==> src/rtl/vend_scheduler.sv <==
// vend_scheduler: multi-slot vending scheduler. Each coin slot accumulates
// credit in its own lane. A round-robin arbiter hands one shared dispenser to
// one slot at a time. It makes a valid/ready offer, times the dispense, pulses
// candy and deducts PRICE from that slot's credit.
//
// Optional feature macro: CHANGE_RETURN_EN.
//   When it is defined, the vend-complete edge returns the slot's remainder on
//   change/change_valid and clears that slot's credit.
//   When it is not defined, the remainder stays as credit and change/change_valid
//   are tied to 0.
//
// Ports:
//   clk           rising-edge clock
//   rst           asynchronous, active-low reset
//   coin          per-slot coin code, slot i at [2i+1:2i]
//                 (00 none, 01 = 5, 10 = 10, 11 = invalid)
//   disp_ready    dispenser accepts the offer
//   disp_valid    offer to the dispenser (registered)
//   disp_ch       granted slot, meaningful while disp_valid or busy
//   busy          scheduler is in OFFER or VEND
//   candy         one-cycle pulse on the slot whose vend completed
//   coin_err      one-cycle pulse on a slot that presented code 11
//   change_valid  one-cycle change return pulse
//   change        change amount, meaningful only while change_valid is high

// Per-slot credit register. The sum is one bit wider than the credit so that
// saturation and the deduction are resolved on the true value. This assumes
// CW >= 4, so that a full register plus a dime still fits.
module vend_credit_lane #(
  parameter int PRICE = 15,
  parameter int CW    = 6
) (
  input  logic          clk,
  input  logic          rst,
  input  logic [1:0]    coin,
  input  logic          deduct,
  output logic [CW-1:0] credit_q,
  output logic          coin_err_q
);
  localparam logic [CW:0] PRICE_W = (CW+1)'(PRICE);
  localparam logic [CW:0] MAX_W   = {1'b0, {CW{1'b1}}};

  logic [CW:0]   coin_val, sum_w, net_w;
  logic [CW-1:0] credit_d;
  logic          coin_err_d;

  always_comb begin
    case (coin)
      2'b01:   coin_val = (CW+1)'(5);
      2'b10:   coin_val = (CW+1)'(10);
      default: coin_val = '0;
    endcase
    coin_err_d = (coin == 2'b11);
    sum_w      = {1'b0, credit_q} + coin_val;
    // A deduction only happens on a granted slot, and a granted slot holds
    // at least PRICE, so this subtraction never wraps.
    net_w      = deduct ? sum_w - PRICE_W : sum_w;
    credit_d   = (net_w > MAX_W) ? MAX_W[CW-1:0] : net_w[CW-1:0];
`ifdef CHANGE_RETURN_EN
    if (deduct) credit_d = '0;
`endif
  end

  always_ff @(posedge clk or negedge rst) begin
    if (!rst) begin
      credit_q   <= '0;
      coin_err_q <= 1'b0;
    end else begin
      credit_q   <= credit_d;
      coin_err_q <= coin_err_d;
    end
  end
endmodule

module vend_scheduler #(
  parameter int NUM_CH          = 4,
  parameter int PRICE           = 15,
  parameter int DISPENSE_CYCLES = 4,
  parameter int CW              = 6
) (
  input  logic                      clk,
  input  logic                      rst,
  input  logic [2*NUM_CH-1:0]       coin,
  input  logic                      disp_ready,
  output logic                      disp_valid,
  output logic [$clog2(NUM_CH)-1:0] disp_ch,
  output logic                      busy,
  output logic [NUM_CH-1:0]         candy,
  output logic [NUM_CH-1:0]         coin_err,
  output logic                      change_valid,
  output logic [CW-1:0]             change
);
  localparam int CHW = $clog2(NUM_CH);
  localparam int CTW = (DISPENSE_CYCLES > 1) ? $clog2(DISPENSE_CYCLES) : 1;

  typedef enum logic [1:0] {IDLE, OFFER, VEND} state_t;

  state_t                   state_q, state_d;
  logic [CHW-1:0]           rr_ptr_q, rr_ptr_d, disp_ch_q, disp_ch_d, grant_ch;
  logic [CHW:0]             idx_w;
  logic [CTW-1:0]           cnt_q, cnt_d;
  logic                     disp_valid_q, disp_valid_d, busy_q, busy_d;
  logic                     grant_found, vend_done;
  logic [NUM_CH-1:0]        candy_q, candy_d, req, deduct;
  logic [NUM_CH-1:0][CW-1:0] credit;

  for (genvar i = 0; i < NUM_CH; i++) begin : g_lane
    vend_credit_lane #(.PRICE(PRICE), .CW(CW)) u_lane (
      .clk        (clk),
      .rst        (rst),
      .coin       (coin[2*i +: 2]),
      .deduct     (deduct[i]),
      .credit_q   (credit[i]),
      .coin_err_q (coin_err[i])
    );
    assign req[i] = ({1'b0, credit[i]} >= (CW+1)'(PRICE));
  end

  // Round-robin pick: the first requester at or after rr_ptr, wrapping.
  always_comb begin
    grant_found = 1'b0;
    grant_ch    = '0;
    idx_w       = '0;
    for (int k = 0; k < NUM_CH; k++) begin
      idx_w = {1'b0, rr_ptr_q} + (CHW+1)'(k);
      if (idx_w >= (CHW+1)'(NUM_CH)) idx_w = idx_w - (CHW+1)'(NUM_CH);
      if (!grant_found && req[idx_w[CHW-1:0]]) begin
        grant_found = 1'b1;
        grant_ch    = idx_w[CHW-1:0];
      end
    end
  end

  always_comb begin
    state_d      = state_q;
    rr_ptr_d     = rr_ptr_q;
    disp_ch_d    = disp_ch_q;
    disp_valid_d = disp_valid_q;
    cnt_d        = cnt_q;
    candy_d      = '0;
    deduct       = '0;
    vend_done    = 1'b0;
    case (state_q)
      IDLE: if (grant_found) begin
        disp_ch_d    = grant_ch;
        disp_valid_d = 1'b1;
        state_d      = OFFER;
      end
      OFFER: if (disp_valid_q && disp_ready) begin
        disp_valid_d = 1'b0;
        cnt_d        = CTW'(DISPENSE_CYCLES - 1);
        state_d      = VEND;
      end
      VEND: if (cnt_q == '0) begin
        vend_done          = 1'b1;
        deduct[disp_ch_q]  = 1'b1;
        candy_d[disp_ch_q] = 1'b1;
        rr_ptr_d = (disp_ch_q == CHW'(NUM_CH - 1)) ? '0 : disp_ch_q + 1'b1;
        state_d  = IDLE;
      end else begin
        cnt_d = cnt_q - 1'b1;
      end
      default: state_d = IDLE;
    endcase
    busy_d = (state_d != IDLE);
  end

  always_ff @(posedge clk or negedge rst) begin
    if (!rst) begin
      state_q      <= IDLE;
      rr_ptr_q     <= '0;
      disp_ch_q    <= '0;
      disp_valid_q <= 1'b0;
      cnt_q        <= '0;
      candy_q      <= '0;
      busy_q       <= 1'b0;
    end else begin
      state_q      <= state_d;
      rr_ptr_q     <= rr_ptr_d;
      disp_ch_q    <= disp_ch_d;
      disp_valid_q <= disp_valid_d;
      cnt_q        <= cnt_d;
      candy_q      <= candy_d;
      busy_q       <= busy_d;
    end
  end

  assign disp_valid = disp_valid_q;
  assign disp_ch    = disp_ch_q;
  assign busy       = busy_q;
  assign candy      = candy_q;

`ifdef CHANGE_RETURN_EN
  // The remainder includes any coin landing on the granted slot at the
  // vend-complete edge, which matches what the lane would otherwise keep.
  logic          change_valid_q, change_valid_d;
  logic [CW-1:0] change_q, change_d;
  logic [CW:0]   gcoin_w, rem_w;

  always_comb begin
    case (coin[{disp_ch_q, 1'b0} +: 2])
      2'b01:   gcoin_w = (CW+1)'(5);
      2'b10:   gcoin_w = (CW+1)'(10);
      default: gcoin_w = '0;
    endcase
    rem_w          = {1'b0, credit[disp_ch_q]} + gcoin_w - (CW+1)'(PRICE);
    change_valid_d = vend_done;
    change_d       = vend_done ? rem_w[CW-1:0] : '0;
  end

  always_ff @(posedge clk or negedge rst) begin
    if (!rst) begin
      change_valid_q <= 1'b0;
      change_q       <= '0;
    end else begin
      change_valid_q <= change_valid_d;
      change_q       <= change_d;
    end
  end

  assign change_valid = change_valid_q;
  assign change       = change_q;
`else
  assign change_valid = 1'b0;
  assign change       = '0;
`endif
endmodule

==> config.mk <==
export PLATFORM = sky130hd
export DESIGN_NAME = vend_scheduler
export DESIGN_NICKNAME = d
export VERILOG_FILES = /design/src/rtl/vend_scheduler.sv
export SDC_FILE = /design/constraint.sdc
export NUM_CORES = 1
export LEC_CHECK = 0
export BUFFER_PORTS_ARGS = -buffer_cell sky130_fd_sc_hd__buf_2
export CORE_MARGIN = 4
export CORE_UTILIZATION = 50
export CTS_BUF_LIST = sky130_fd_sc_hd__clkbuf_16
export CTS_CLUSTER_SIZE = 8
export DETAILED_ROUTE_END_ITERATION = 8
export GPL_TIMING_DRIVEN = 0
export PLACE_DENSITY = 0.69
export SYNTH_ARGS = -nofsm -noshare
export SYNTH_HDL_FRONTEND = slang
export SYNTH_SLANG_ARGS = --single-unit
export TNS_END_PERCENT = 1
==> constraint.sdc <==
create_clock -name clk -period 3.5 [get_ports clk]
set_input_delay 0.525 -clock clk [delete_from_list [all_inputs] [get_ports clk]]
set_output_delay 0.525 -clock clk [all_outputs]
set_load 0.02 [all_outputs]
==> impl_results.rst, run 1 <==
.. list-table::
   :header-rows: 1

   * - Metric
     - Value
   * - Final worst slack
     - 0.4806 ns
   * - Routed Antenna Nets
     - 0
   * - Vias in the first global route
     - 2559
   * - Total wire length after detailed routing
     - 6.876 mm
   * - Final slew viol count
     - 0
   * - Proportion of synthesized flip-flops having asynchronous set or reset
     - 100.0%
   * - Fraction of post-synthesis cell area in the top cell type by area
     - 31.69%
   * - Clock tree skew after final layout
     - 0.009649 ns
   * - Maximum number of pins on one net before global-route repair
     - 43
   * - I/O pin total
     - 30
   * - Largest buffer count on any clock path
     - 2
   * - Die outline area
     - 8001 µm²
   * - Final min period
     - 3.019 ns
   * - Number of fill cells in the layout
     - 555
   * - Clock tree from TritonCTS
     - done
   * - Simple-Gate Fraction of Synth Area
     - 19.24%
   * - Number of antenna violations at the first check in global routing
     - 0
   * - Final Hold Violating Endpoints
     - 0
   * - Maximum clock frequency
     - 331.2 MHz
   * - Clock transition at the register clock pins on the worst setup and hold paths after CTS
     - 0.06 ns
   * - Average routed wire per standard cell
     - 14.38 µm
   * - DRC violations left
     - 0
   * - Post-synthesis register bit count
     - 42
   * - Gr usage total
     - 18.26%
   * - Kind of cell adding the most delay to the critical path
     - adder cells
   * - Most common flop cell mapped by yosys
     - sky130_fd_sc_hd__dfrtp_1
   * - Effective utilization at floorplan
     - 51.94%
   * - Routability cong.
     - 0.8522
   * - Area growth syn-to-layout
     - 11.92%
   * - Setup crit end kind
     - register
   * - Multiplexer share of the synthesized area
     - 2.150%
   * - Half-perimeter wire length of the detailed placement result
     - 5.098 mm
   * - Critical setup path kind
     - in2reg
   * - Pre-CTS WS
     - 0.2163 ns
   * - Combinational family with the most area after synthesis
     - simple AND/OR/NAND/NOR gates
   * - Measured slew at the worst slew-check pin
     - 0.9744 ns
   * - Count of yosys warnings during synthesis
     - 0
   * - Deepest level of the CTS H-tree
     - 2
   * - Util after Layout
     - 58.13%
   * - Total via count in the routed design
     - 2738
   * - Mapped Area
     - 3317 µm²
   * - CTS Hold Bufs
     - 0
   * - Headroom to the max-slew limit
     - 35.04%
   * - Number of setup buffers added after CTS
     - 0
   * - Clock sink count
     - 42
   * - Power per cell area
     - 864.2 nW/µm²
   * - Syn Inst Count
     - 365
   * - Share of synthesized area occupied by flip-flops and latches
     - 31.69%
   * - Standard-cell rows
     - 29
   * - Worst-path cell with the longest stage delay
     - sky130_fd_sc_hd__or4_1
   * - Cell types occupying the most area after synthesis
     - sky130_fd_sc_hd__dfrtp_1 32%, sky130_fd_sc_hd__ha_1 7.9%, sky130_fd_sc_hd__xnor2_1 6.1%
   * - Count of nets after finishing
     - 436
   * - Horizontal die dimension
     - 89.45 µm
   * - Number of iterations in the first detailed-routing pass
     - 4
   * - Complex-gate fraction of the synthesized area
     - 18.97%
   * - Overflow after GRT
     - 0
   * - Post-cts repair resize count
     - 0
   * - Count of distinct cell types in the synthesized netlist
     - 58
   * - Count of routing violations after the opening detailed-route iteration
     - 101
   * - Largest stage delay on the critical path
     - 0.55 ns
   * - Ordered list of cells on the worst path
     - buf_2 > and2b_1 > ha_1 > fa_1 > a21o_1 > maj3_2 > and3_1 > clkbuf_1 > or4_1 > a21oi_1 > a211oi_1
   * - Max VDD drop
     - 0.5814 mV
   * - Required time reported for the critical path endpoint
     - 3.63 ns
   * - Die Height
     - 89.45 µm
   * - Arrival time at the worst endpoint
     - 3.15 ns
   * - Number of maximum-capacitance constraint violations
     - 0
   * - Most frequently used cell type in the post-synthesis netlist
     - sky130_fd_sc_hd__dfrtp_1
   * - Quantity of I/O buffers inserted on ports
     - 22
   * - Number of antenna diodes
     - 0
   * - Top fanout value on the critical path
     - 6
   * - Worst min-delay path class
     - in2async
   * - Leakage power summed over all cells
     - 1.648 nW
   * - Top cell types by occurrence after synthesis
     - 42 x sky130_fd_sc_hd__dfrtp_1, 30 x sky130_fd_sc_hd__nand2_1, 23 x sky130_fd_sc_hd__xnor2_1
   * - Number of vias per cell after detailed routing
     - 5.728
   * - Fraction of layout cells with a size suffix above 1
     - 13.47%
   * - Skew-Pair Late Insertion Delay
     - 0.29 ns
   * - Area share of xor/xnor cells in the synthesized design
     - 9.694%
   * - Biggest area consumer among synthesized cells
     - sky130_fd_sc_hd__dfrtp_1
   * - Final setup vio count
     - 0
   * - Mean cell area of the mapped netlist
     - 9.087 µm²
   * - Number of synthesized flops with an enable pin
     - 0
   * - Unrepaired setup endpoints after global routing
     - no
   * - Setup TNS
     - 0 ns
   * - Area of the core
     - 6386 µm²
   * - Fraction of the cycle the final worst path needs
     - 86.27%
   * - Global-route wire length before repair
     - 11.61 mm
   * - Fraction of the mapped netlist area in adder cells
     - 11.62%
   * - Cell chosen for the clock root
     - sky130_fd_sc_hd__clkbuf_16
   * - Buffers plus inverters on the worst setup path
     - 2
   * - TritonCTS buffer count
     - 5
   * - Run status
     - finished clean
   * - CP Launch Type
     - input port
==> per-layer routing <==
metal	up-vias	global-route usage (%)	wire, µm
met3	5	3.041	232
met1	1305	24.31	3269
met4	0	5.142	61
met5	-	0	0
met2	43	30.61	3312
li1	1385	-	-
==> through the flow <==
stage               power [mW]  std cells  hold WS [ns]  area (µm²)
floorplan                2.298        371        0.2294        3339
global placement         2.609        470        0.4525        3546
detailed placement       2.663        470        0.4591        3546
CTS                      3.209        478        0.4380        3712
global route             3.487        478        0.4809        3712
finish                   3.208        478        0.3887        3712
==> worst paths after layout <==
check / to / slack, ns / cells after the start / start
worst max register to register: g_lane[2].u_lane.credit_q[3]$_DFF_PN0_ / 0.61 / 9 / g_lane[2].u_lane.credit_q[0]$_DFF_PN0_
worst min-delay path: g_lane[3].u_lane.credit_q[5]$_DFF_PN0_ / 0.39 / 1 / rst
worst min register to register: cnt_q[0]$_DFFE_PN0P_ / 0.46 / 1 / cnt_q[0]$_DFFE_PN0P_
max in group asynchronous: disp_valid$_DFFE_PN0P_ / 2.49 / 1 / rst
worst max-delay path: g_lane[2].u_lane.credit_q[3]$_DFF_PN0_ / 0.48 / 11 / coin[5]
min in group clk: cnt_q[0]$_DFFE_PN0P_ / 0.46 / 1 / cnt_q[0]$_DFFE_PN0P_
==> cell families (layout without fill, tap and decap cells) <==
logic type | Yosys count | after routing
simple gates | 124 | 124
compound gates | 85 | 85
flops | 42 | 42
buf+inv | 42 | 72
xor+xnor | 35 | 35
fa+ha+maj | 29 | 29
mux | 7 | 7
other cells | 1 | 7
==> area by class of cell <==
cell class	count	area, µm²	share of cell area, %
Buffer	23	145.1	3.910
Multi-Input combinational cell	287	2072	55.81
Tap cell	77	96.34	2.595
Inverter	19	71.32	1.921
Clock buffer	5	125.1	3.370
Clock inverter	3	41.29	1.112
Sequential cell	42	1051	28.31
Timing Repair Buffer	22	110.1	2.966
==> registers in the layout, summed over array words and instances (netlist names) <==
register                  count
busy                          1
disp_valid                    1
rr_ptr_q                      2
state_q                       2
disp_ch                       2
g_lane.u_lane.credit_q       24
candy                         4
g_lane.u_lane.coin_err_q      4
cnt_q                         2
==> power by group <==
part | leakage (nW) | internal (mW) | switching [mW]
clock | 0.0812 | 0.334 | 0.193
combinational | 1.06 | 0.739 | 1.09
sequential | 0.504 | 0.679 | 0.174
==> cell usage in the layout, fill, tap and decap left out, drive strengths merged, types with 11 or more instances in the layout <==
master / synthesis / final
inv: 16 / 17
dfrtp: 42 / 42
buf: 15 / 37
nand3: 17 / 17
o21ai: 12 / 12
xnor2: 23 / 23
nor3: 11 / 11
nor2: 22 / 22
nand2: 30 / 30
ha: 21 / 21
a21oi: 20 / 20
clkbuf: 8 / 13
xor2: 12 / 12
Note: power is estimated with default switching activity, not from simulation.
==> inputs of run 2 (changes only) <==
--- a/config.mk
+++ b/config.mk
@@ -7,12 +7,11 @@
 export LEC_CHECK = 0
 export BUFFER_PORTS_ARGS = -buffer_cell sky130_fd_sc_hd__buf_2
 export CORE_MARGIN = 4
-export CORE_UTILIZATION = 50
+export CORE_UTILIZATION = 35
 export CTS_BUF_LIST = sky130_fd_sc_hd__clkbuf_16
 export CTS_CLUSTER_SIZE = 8
 export DETAILED_ROUTE_END_ITERATION = 8
 export GPL_TIMING_DRIVEN = 0
-export PLACE_DENSITY = 0.69
 export SYNTH_ARGS = -nofsm -noshare
 export SYNTH_HDL_FRONTEND = slang
 export SYNTH_SLANG_ARGS = --single-unit
==> constraint.sdc (replaced) <==
create_clock -name clk -period 3.4 [get_ports clk]
set_input_delay 0.51 -clock clk [delete_from_list [all_inputs] [get_ports clk]]
set_output_delay 0.51 -clock clk [all_outputs]
set_load 0.02 [all_outputs]
==> run 2 against run 1 <==
Worst setup slack worse by 0.064 ns; final cell count up 11%; via count down 0.69%; global-route usage down 5.4 points; utilization down 18 points; clock skew down 0.0036 ns; worst hold slack worse by 0.0043 ns; sequential power up 2.7%; largest cell class unchanged.
==> impl_results.rst, run 2 (synthesis gave the netlist of run 1 again) <==
.. list-table::
   :header-rows: 1

   * - Metric
     - Value
   * - Run status
     - finished clean
   * - Maximum clock frequency
     - 335.1 MHz
   * - Required time reported for the critical path endpoint
     - 3.53 ns
   * - Final design instance area without fill
     - 3749 µm²
   * - Leakage power summed over all cells
     - 1.639 nW
   * - Switching power total
     - 1.487 mW
   * - Measured slew at the worst slew-check pin
     - 0.9582 ns
   * - Final slew viol count
     - 0
   * - Register name with the most flops
     - g_lane.u_lane.credit_q
   * - Gr usage total
     - 12.90%
   * - Critical setup path kind
     - in2reg
   * - DRC violations left
     - 0
   * - Largest stage delay on the critical path
     - 0.54 ns
   * - Arrival time at the worst endpoint
     - 3.12 ns
   * - Most frequent standard cell in the layout excluding fill and tap cells
     - sky130_fd_sc_hd__dfrtp_1
   * - Final Hold Violating Endpoints
     - 0
   * - Skew-Pair Late Insertion Delay
     - 0.28 ns
   * - Final setup vio count
     - 0
   * - Area of the core
     - 9240 µm²
   * - Largest buffer count on any clock path
     - 2
   * - Total via count in the routed design
     - 2719
   * - Cell chosen for the clock root
     - sky130_fd_sc_hd__clkbuf_16
   * - Post-detailed-placement cell area
     - 3611 µm²
   * - Die Height
     - 105.4 µm
   * - Buffers plus inverters on the worst setup path
     - 2
   * - Clock sink count
     - 42
   * - TritonCTS buffer count
     - 5
   * - Number of maximum-capacitance constraint violations
     - 0
   * - Post-layout instance count excluding filler cells
     - 530
   * - Sequential Area
     - 1051 µm²
   * - Total wire length after detailed routing
     - 6.890 mm
   * - Kind of cell adding the most delay to the critical path
     - adder cells
   * - Share of total power in combinational logic
     - 58.8%
   * - Unrepaired setup endpoints after global routing
     - no
   * - Clock tree skew after final layout
     - 0.006063 ns
   * - Global-route wire length before repair
     - 12.17 mm
   * - Horizontal die dimension
     - 105.4 µm
   * - Area growth syn-to-layout
     - 13.01%
   * - Number of antenna diodes
     - 0
   * - Post-cts repair resize count
     - 0
   * - Setup TNS
     - 0 ns
   * - Top fanout value on the critical path
     - 6
   * - Most frequent cells in the layout
     - 42 x sky130_fd_sc_hd__dfrtp_1, 30 x sky130_fd_sc_hd__nand2_1, 24 x sky130_fd_sc_hd__buf_2
   * - Half-perimeter wire length of the detailed placement result
     - 5.233 mm
   * - Headroom to the max-slew limit
     - 36.12%
   * - Vias in the first global route
     - 2654
   * - Clock transition at the register clock pins on the worst setup and hold paths after CTS
     - 0.06 ns
   * - Fraction of the cycle the final worst path needs
     - 87.76%
   * - Clock power share
     - 14.0%
   * - Worst-path cell with the longest stage delay
     - sky130_fd_sc_hd__or4_1
   * - Number of vias per cell after detailed routing
     - 5.130
   * - Switching share of power
     - 46.27%
   * - Max FFs per register
     - 24
   * - Number of setup buffers added after CTS
     - 0
   * - Power per cell area
     - 857.2 nW/µm²
   * - Max VDD drop
     - 0.2363 mV
   * - Standard-cell rows
     - 35
   * - Internal power consumption
     - 1.726 mW
   * - Count of nets after finishing
     - 436
   * - Setup crit end kind
     - register
   * - I/O pin total
     - 30
   * - Overflow after GRT
     - 0
   * - Routability cong.
     - 0.8389
   * - Final min period
     - 2.984 ns
   * - Number of iterations in the first detailed-routing pass
     - 4
   * - Worst min-delay path class
     - in2async
   * - Average routed wire per standard cell
     - 13.00 µm
   * - Clock tree from TritonCTS
     - done
   * - Placed Cells incl. Taps
     - 522
   * - Deepest level of the CTS H-tree
     - 2
   * - Area of combinational cells with multiple inputs
     - 2072 µm²
   * - Effective utilization at floorplan
     - 35.90%
   * - Ordered list of cells on the worst path
     - buf_2 > and2b_1 > ha_1 > fa_1 > a21o_1 > maj3_2 > and3_1 > clkbuf_1 > or4_1 > a21oi_1 > a211oi_1
   * - Maximum number of pins on one net before global-route repair
     - 43
   * - Sequential share of power
     - 27.3%
   * - Quantity of I/O buffers inserted on ports
     - 22
   * - Routed Antenna Nets
     - 0
   * - CTS Hold Bufs
     - 0
   * - Fraction of layout cells with a size suffix above 1
     - 13.22%
   * - Number of fill cells in the layout
     - 950
   * - Count of routing violations after the opening detailed-route iteration
     - 85
   * - CP Launch Type
     - input port
   * - Die outline area
     - 11100 µm²
   * - Number of antenna violations at the first check in global routing
     - 0
[run 2: changes by cell type in the layout (fill, tap and decap cells not counted), sizes merged]
cell	delta
clkinv	+2
clkinvlp	-1
bufinv	-1
[run 2: final timing paths]
kind	depth (start not counted)	slack, ns	start	endpoint
worst max-delay path	11	0.42	coin[3]	g_lane[1].u_lane.credit_q[3]$_DFF_PN0_
worst min-delay path	1	0.38	rst	candy[3]$_DFF_PN0_
worst max register to register	9	0.53	g_lane[1].u_lane.credit_q[0]$_DFF_PN0_	g_lane[1].u_lane.credit_q[3]$_DFF_PN0_
worst min register to register	1	0.47	cnt_q[0]$_DFFE_PN0P_	cnt_q[0]$_DFFE_PN0P_
max in group asynchronous	1	2.42	rst	g_lane[2].u_lane.credit_q[3]$_DFF_PN0_
min in group clk	2	0.46	coin[2]	g_lane[1].u_lane.coin_err_q$_DFF_PN0_
[run 2: cell type report]
cell class	instances	area share, %
Clock buffer	5	3.338
Buffer	23	3.872
Timing Repair Buffer	22	2.937
Sequential cell	42	28.04
Multi-Input combinational cell	287	55.27
Clock inverter	3	0.3338
Inverter	19	1.903
Tap cell	129	4.306
[run 2: per-layer routing]
layer | global-route usage, % | vias up | share of wire, %
li1 | - | 1389 | -
met1 | 16.77 | 1294 | 48
met2 | 22.22 | 34 | 49
met3 | 2.633 | 2 | 2.2
met4 | 2.530 | 0 | 0.39
met5 | 0 | - | 0
[run 2: per-stage QoR]
step	worst slack [ns]	hold slack, ns	util (%)	power (mW)
after floorplan	0.4319	0.2144	-	2.366
after global routing	0.3231	0.4666	40.57	3.532
after detailed placement	0.1288	0.4620	39.08	2.760
after global placement	0.2021	0.4569	39.08	2.701
final	0.4162	0.3844	40.57	3.213
after CTS	0.4163	0.4339	40.57	3.233
[run 2: power by group through the flow]
stage | sequential, mW | clock [mW] | combinational, mW
after floorplan | 0.861 | 0 | 1.51
after global placement | 0.882 | 0 | 1.82
after detailed placement | 0.884 | 0 | 1.88
after CTS | 0.878 | 0.465 | 1.89
after global routing | 0.909 | 0.490 | 2.13
final | 0.876 | 0.449 | 1.89
